<file path="config.mk">
export PLATFORM = sky130hd
export DESIGN_NAME = ram_pdp_stream_reader
export DESIGN_NICKNAME = d
export VERILOG_FILES = /design/src/rtl/ram_pdp_stream_reader.sv
export SDC_FILE = /design/constraint.sdc
export NUM_CORES = 1
export LEC_CHECK = 0
export ABC_AREA = 1
export CAP_MARGIN = 25
export CORE_MARGIN = 10
export CORE_UTILIZATION = 40
export CTS_BUF_LIST = sky130_fd_sc_hd__clkbuf_8
export DETAILED_ROUTE_END_ITERATION = 7
export PLACE_DENSITY_LB_ADDON = 0.25
export SLEW_MARGIN = 20
export SYNTH_ARGS = -nofsm -noshare
export SYNTH_HDL_FRONTEND = slang
export SYNTH_SLANG_ARGS = --single-unit
</file>
<file path="constraint.sdc">
create_clock -name Clock -period 4.07 [get_ports Clock]
set_input_delay 0.814 -clock Clock [delete_from_list [all_inputs] [get_ports Clock]]
set_output_delay 0.814 -clock Clock [all_outputs]
set_load 0.02 [all_outputs]
</file>
<file path="src/rtl/ram_pdp_stream_reader.sv">
// Burst read master for the pseudo dual-port RAM, streaming words out as valid/ready.
// Optional macro RAM_READER_ABORT_EN adds Abort_i to terminate a burst early.
module ram_pdp_stream_reader #(
    parameter int ADDRESS_WIDTH = 4,
    parameter int DATA_WIDTH    = 8
) (
    input  logic                     Clock,
    input  logic                     Reset,
    input  logic                     Start_i,
    input  logic [ADDRESS_WIDTH-1:0] StartAddress_i,
    input  logic [ADDRESS_WIDTH:0]   Length_i,
`ifdef RAM_READER_ABORT_EN
    input  logic                     Abort_i,
`endif
    output logic                     Busy_o,
    output logic                     Done_o,
    output logic                     ReadEnable_o,
    output logic [ADDRESS_WIDTH-1:0] ReadAddress_o,
    input  logic [DATA_WIDTH-1:0]    Data_i,
    output logic [DATA_WIDTH-1:0]    Data_o,
    output logic                     Valid_o,
    input  logic                     Ready_i,
    output logic                     Last_o
);

    localparam int FifoDepth = 4;
    localparam logic [ADDRESS_WIDTH:0] RemainOne = 1;
    localparam logic [2:0] OutstandingLimit = 3'd3;

    typedef enum logic [1:0] {
        StateIdle,
        StateRun,
        StateDrain,
        StateDone
    } stateType;

    stateType state;
    stateType nextState;

    logic [ADDRESS_WIDTH-1:0] address;
    logic [ADDRESS_WIDTH:0]   remaining;
    logic                     inFlight;
    logic                     inFlightLast;
    logic [DATA_WIDTH-1:0]    fifoData [FifoDepth];
    logic                     fifoLast [FifoDepth];
    logic [1:0]               wrPtr;
    logic [1:0]               rdPtr;
    logic [2:0]               count;
    logic [2:0]               outstanding;
    logic                     issue;
    logic                     push;
    logic                     pop;
    logic                     abort;
    logic                     fifoValid;
    logic                     headLast;

    assign fifoValid   = (count != 3'd0);
    assign headLast    = fifoLast[rdPtr];
    assign outstanding = count + {2'b00, inFlight};
    assign push        = inFlight;
    assign pop         = fifoValid && Ready_i;

    // Abort only matters while a burst is in progress.
`ifdef RAM_READER_ABORT_EN
    assign abort = Abort_i && ((state == StateRun) || (state == StateDrain));
`else
    assign abort = 1'b0;
`endif

    // Next-state decode and read issue; reads are gated on registered occupancy only.
    always_comb begin
        nextState = state;
        issue     = 1'b0;
        unique case (state)
            StateIdle: begin
                if (Start_i) begin
                    if (Length_i == '0) begin
                        nextState = StateDone;
                    end else begin
                        nextState = StateRun;
                    end
                end
            end
            StateRun: begin
                if ((remaining != '0) && (outstanding < OutstandingLimit)) begin
                    issue = 1'b1;
                end
                if (issue && (remaining == RemainOne)) begin
                    nextState = StateDrain;
                end
            end
            StateDrain: begin
                if (pop && headLast) begin
                    nextState = StateDone;
                end
            end
            StateDone: begin
                nextState = StateIdle;
            end
            default: begin
                nextState = StateIdle;
            end
        endcase
        if (abort) begin
            issue     = 1'b0;
            nextState = StateDone;
        end
    end

    // State register.
    always_ff @(posedge Clock) begin
        if (Reset) begin
            state <= StateIdle;
        end else begin
            state <= nextState;
        end
    end

    // Burst address and remaining-word counters.
    always_ff @(posedge Clock) begin
        if (Reset) begin
            address   <= '0;
            remaining <= '0;
        end else if ((state == StateIdle) && Start_i && (Length_i != '0)) begin
            address   <= StartAddress_i;
            remaining <= Length_i;
        end else if (issue) begin
            address   <= address + 1'b1;
            remaining <= remaining - RemainOne;
        end
    end

    // Read-latency stage and output FIFO; abort drops everything in flight.
    always_ff @(posedge Clock) begin
        if (Reset) begin
            inFlight     <= 1'b0;
            inFlightLast <= 1'b0;
            wrPtr        <= '0;
            rdPtr        <= '0;
            count        <= '0;
            for (int i = 0; i < FifoDepth; i++) begin
                fifoData[i] <= '0;
                fifoLast[i] <= 1'b0;
            end
        end else if (abort) begin
            inFlight     <= 1'b0;
            inFlightLast <= 1'b0;
            wrPtr        <= '0;
            rdPtr        <= '0;
            count        <= '0;
        end else begin
            inFlight     <= issue;
            inFlightLast <= issue && (remaining == RemainOne);
            if (push) begin
                fifoData[wrPtr] <= Data_i;
                fifoLast[wrPtr] <= inFlightLast;
                wrPtr           <= wrPtr + 2'd1;
            end
            if (pop) begin
                rdPtr <= rdPtr + 2'd1;
            end
            if (push && !pop) begin
                count <= count + 3'd1;
            end else if (!push && pop) begin
                count <= count - 3'd1;
            end
        end
    end

    assign Busy_o        = (state != StateIdle);
    assign Done_o        = (state == StateDone);
    assign ReadEnable_o  = issue;
    assign ReadAddress_o = address;
    assign Valid_o       = fifoValid;
    assign Data_o        = fifoValid ? fifoData[rdPtr] : '0;
    assign Last_o        = fifoValid && headLast;

endmodule
</file>
* Word-level counts from Yosys, hierarchy flattened *
Memories as Yosys holds them, arrays and structs flattened. A register that Yosys moved wholly into a read port is not among the register bits.
Cells that the tools add are included.

word-level totals
  flip-flop bits (word level) = 20
  latch bits = 0
  memory bits (writable) = 36
  ROM bits = 0
  logic and storage cells = 78
  memories = 2

operators by class
  add/sub/neg operators = 7
  multiply operators = 0
  div/mod/pow operators = 0
  order comparisons = 1
  equality and inequality tests = 7
  shift operators = 0
  multiplexer cells = 30
  bitwise logic cells = 0
  reductions and logical operators = 23

memories
  memory    depth  bits a word  read ports  clocked after Yosys merged registers in  wr ports  RTL line  text
  fifoData  4      8            1           1                                        4         44        logic [DATA_WIDTH-1:0] fifoData [FifoDepth];
  fifoLast  4      1            1           1                                        4         45        logic fifoLast [FifoDepth];

operators with widths
  operator             count
  $mux 2               10
  $mux 8               2
  $mux 1               11
  $logic_and 1x1->1    10
  $mux 5               2
  $reduce_bool 5->1    2
  $mux 4               2
  $pmux 2 s4           1
  $reduce_or 8->1      1
  $mux 3               2
  $ne 2x2->1 const B   3
  $reduce_bool 2->1    3
  $eq 5x1->1 const B   1
  $logic_not 5->1      1
  $sub 5x1->5 const B  1
  $add 2x1->2 const B  2
  $add 4x1->4 const B  1
  $eq 2x2->1 const B   2
  $add 3x1->3          1
  $add 3x1->3 const B  1
  $lt 3x2->1 const B   1
  $reduce_and 3->1     1
  $reduce_bool 3->1    1
  $sub 3x1->3 const B  1
  4 further kinds      5

* Depth between registers and ports, before layout *
  depth after elaboration = 8
  mapped depth = 11
  mapped depth without buffers = 11

* Worst setup path after synthesis *
No wires, ideal clock.

  kind = register to output
  start point = register count[0]
  end point = output Data_o[0]
  arrival = 1.268 ns
  data required time = 3.256 ns
  slack = 1.988 ns
  stages on the path, launching flop included = 5
  path buffers = 0
  cells stage by stage = dfxtp_1 -> nor2_1 -> nand2_1 -> clkinv_1 -> a21oi_1

between the ends
  word-level cells in the longest chain between the ends = 2

ends and longest elaborated chain
  element                   RTL line  text
  start: declaration        48        logic [2:0] count;
  start signal: assignment  163       count <= count + 3'd1;
  start signal: assignment  165       count <= count - 3'd1;
  $reduce_bool 3->1         57        assign fifoValid = (count != 3'd0);
  net Valid_o               21        output logic Valid_o,
  $mux 8                    175       assign Data_o = fifoValid ? fifoData[rdPtr] : '0;
  end: declaration          20        output logic [DATA_WIDTH-1:0] Data_o,

The timed path passes the listed nets, and every way through them passes these cells.

==> impl_metrics.py <==
metrics = {
    "synthesis": {
        "ys_seq_area_share_pct": 51.9,
        "synth_cells": 332,
        "yosysTopAreaCell": "edfxtp_1",
        "ys_types": 33,
        "ys_ff_latch": 58,
        "yosys-top-cells-count": "nor2_1, nand2_1, edfxtp_1",
        "ys_warn_count": 0,
        "avgSynthCellArea_um2": 8.83,
        "yosysMostFrequentCell": "nor2_1",
        "synth_edf_count": 36,
        "ys_top_cells_by_area": "edfxtp_1, dfxtp_1, nor2_1",
        "synth_nets": 366,
        "syn_area_um2": 2930,
        "synthArstFlopShare_pct": 0,
        "synth_top_area_share_pct": 36.9,
        "synth-main-ff-cell": "edfxtp_1",
    },
    "timing": {
        "timing_hold_violations_final": 0,
        "rsz0062_at_grt": "no",
        "clock.fmax_mhz": 323,
        "period_minus_slack_ns": 3.09,
        "report.final.slew_viol_count": 0,
        "fin_tns_setup_ns": 0,
        "worst_pin_slew_ns": 0.681,
        "slew_headroom_pct": 54.5,
        "clock_skew_ns": 0.0117,
        "fin_crit_sh_pct": 76.0,
        "finalSetupViolations": 0,
    },
    "drt": {
        "wl_per_cell_um": 13.7,
        "drtIter0Drc": 151,
        "routed_wl_um": 6530,
        "final_antenna_net_count": 0,
        "drc_errors": 0,
        "via_per_inst": 4.76,
        "first_pass_iters": 4,
        "num_vias": 2262,
    },
    "hold_path": {
        "hold_depth": 2,
        "hold_start": "rdPtr[1]$_SDFFE_PP0P_",
        "hold_class": "flop to flop",
    },
    "cells_and_area": {
        "post_route_cells_drive_above_1_share_pct": 9.84,
        "fin_area_um2": 3550,
        "finalNetCount": 406,
        "register_area_um2": 1520,
        "instances_no_fill": 475,
        "multi_input_area_um2": 1200,
        "diodes": 0,
        "fillers": 684,
        "syn_to_final_growth_pct": 21.1,
    },
    "die": {
        "die_w_um": 106,
        "die_h_um": 106,
        "die_area_um2": 11100,
        "initial_core_util_pct": 40.8,
        "rows": 31,
        "io-pin-count": 38,
        "core_area_um2": 7180,
    },
    "cts": {
        "cts-resized-gates": 0,
        "cts_tree": "yes",
        "post_cts_buffers": 0,
        "cts.sinks": 58,
        "cts_max_level": 3,
        "root_buffer": "clkbuf_8",
        "clk_pin_slew_ns": 0.07,
        "clk_path_buf_depth": 2,
        "postCtsHoldBufs": 0,
        "cts_buffers": 9,
        "clkLatencyLatePin_ns": 0.33,
    },
    "pwr": {
        "swShare_pct": 38.4,
        "combPwrFrac_pct": 40.6,
        "clkPwrFrac_pct": 22.3,
        "internal_power_mw": 1.34,
        "power_switching_mw": 0.836,
        "ir_drop_mv": 0.284,
        "leakagePower_nw": 1.45,
        "p_per_area_nw_per_um2": 613,
        "seqPwrFrac_pct": 37.1,
    },
    "placement": {
        "place_inst": 460,
        "place_area_um2": 3370,
        "dp_hpwl_um": 4960,
        "io_buffer_count": 37,
        "gp_congestion": 0.815,
    },
    "global_route": {
        "grt_max_degree": 21,
        "grt_remaining_overflow": 0,
        "grt_use_total_pct": 11.9,
        "grt_pass1_vias": 2260,
        "antenna_found_initial": 0,
        "grt_pass1_wl_um": 10600,
    },
    "worst_setup_path": {
        "cp_top_family": "flip-flops",
        "critPathBufInv": 1,
        "r2r_cells": 6,
        "path_class": "flop to primary output",
        "cp-start-kind": "flop",
        "cp_slowest_cell": "dfxtp_1",
        "crit_path_frequent_cell": "nor2_1",
        "path_depth": 5,
        "worstPathMaxFanout": 19,
        "setup.worst_path.end_class": "primary output",
        "cp_data_required_time_ns": 3.26,
        "r2r_start": "inFlight$_SDFF_PP0_",
        "critical_path.max_stage_delay_ns": 0.76,
        "cp.arrival_ns": 2.28,
        "worstPathCellList": "nor2_1 -> nor2_1 -> o21ai_0 -> a21oi_1 -> clkdlybuf4s50_1",
    },
    "flow_run": {
        "max-cap-violations": 0,
    },
    "run_status": {
        "status": "finished, final reports clean",
    },
}
==> registers in the layout (all words and copies together), names as in the netlist, named ones only <==
signal         flops
fifoData          32
fifoLast           4
ReadAddress_o      4
remaining          5
wrPtr              2
state              2
inFlightLast       1
inFlight           1
rdPtr              2
count              3
==> metal layers <==
metal | global-route usage, % | share of wire, %
met1 | 12.7 | 41
met2 | 21.6 | 52
met3 | 3.65 | 5.1
met4 | 4.64 | 1.1
met5 | 0 | 0
==> per-stage QoR <==
step | hold slack, ns | util [%] | total power, mW | setup WS [ns]
floorplan | 0.436 | - | 1.43 | 1.99
global placement | 0.455 | 47.0 | 1.69 | 1.12
detailed placement | 0.463 | 47.0 | 1.71 | 1.03
CTS | 0.475 | 49.5 | 2.20 | 0.944
global route | 0.497 | 49.5 | 2.33 | 0.784
finish | 0.472 | 49.5 | 2.18 | 0.978
==> power by group through the flow <==
stage | clock network (mW) | logic, mW | registers [mW]
finish | 0.485 | 0.884 | 0.807
global route | 0.520 | 0.987 | 0.822
detailed placement | 0 | 0.894 | 0.818
floorplan | 0 | 0.639 | 0.794
global placement | 0 | 0.874 | 0.817
CTS | 0.494 | 0.901 | 0.807
==> layout by cell type (no fill, tap or decap), types with 11 or more instances in the layout <==
cell type and n:
edfxtp_1 36, o21ai_0 28, inv_1 32, clkdlybuf4s50_1 37
a21oi_1 20, nand2_1 37, dfxtp_1 22, nand3_1 11
ha_1 12, nor2_1 78
==> final timing paths <==
path,slack [ns],endpoint
setup / recovery,0.98,Data_o[7]
hold / removal,0.47,rdPtr[1]$_SDFFE_PP0P_
setup reg to reg,2.13,fifoData[2][0]$_SDFFCE_PN0P_
hold reg to reg,0.47,rdPtr[1]$_SDFFE_PP0P_
==> worst reg2reg max path, delay by kind of cell, from the launching register on <==
| family | cells | cell delay (ns) |
|---|---|---|
| simple gates | 4 | 0.90 |
| buf+inv | 2 | 0.33 |
| flops | 1 | 0.39 |
==> cells by family (layout without fill, tap and decap cells) <==
| family | count (synthesis) | after routing | share of synthesized area [%] |
|---|---|---|---|
| DFF | 58 | 58 | 51.9 |
| buffers and inverters | 47 | 91 | 7.17 |
| and+or+nand+nor | 152 | 152 | 23.0 |
| adders and majority gates | 13 | 13 | 5.81 |
| AOI/OAI and AO/OA | 57 | 57 | 10.6 |
| xor gates and xnor gates | 5 | 5 | 1.49 |
==> layout make-up <==
type                       instances  area share, %
clock buffer                       9           3.49
clock inverter                     6           1.45
inverter                          37           4.06
multi-input combinational        227           33.8
sequential                        58           42.9
tap                               99           3.49
timing repair buffer              39           10.9
Power figures use the tool's default switching activity.
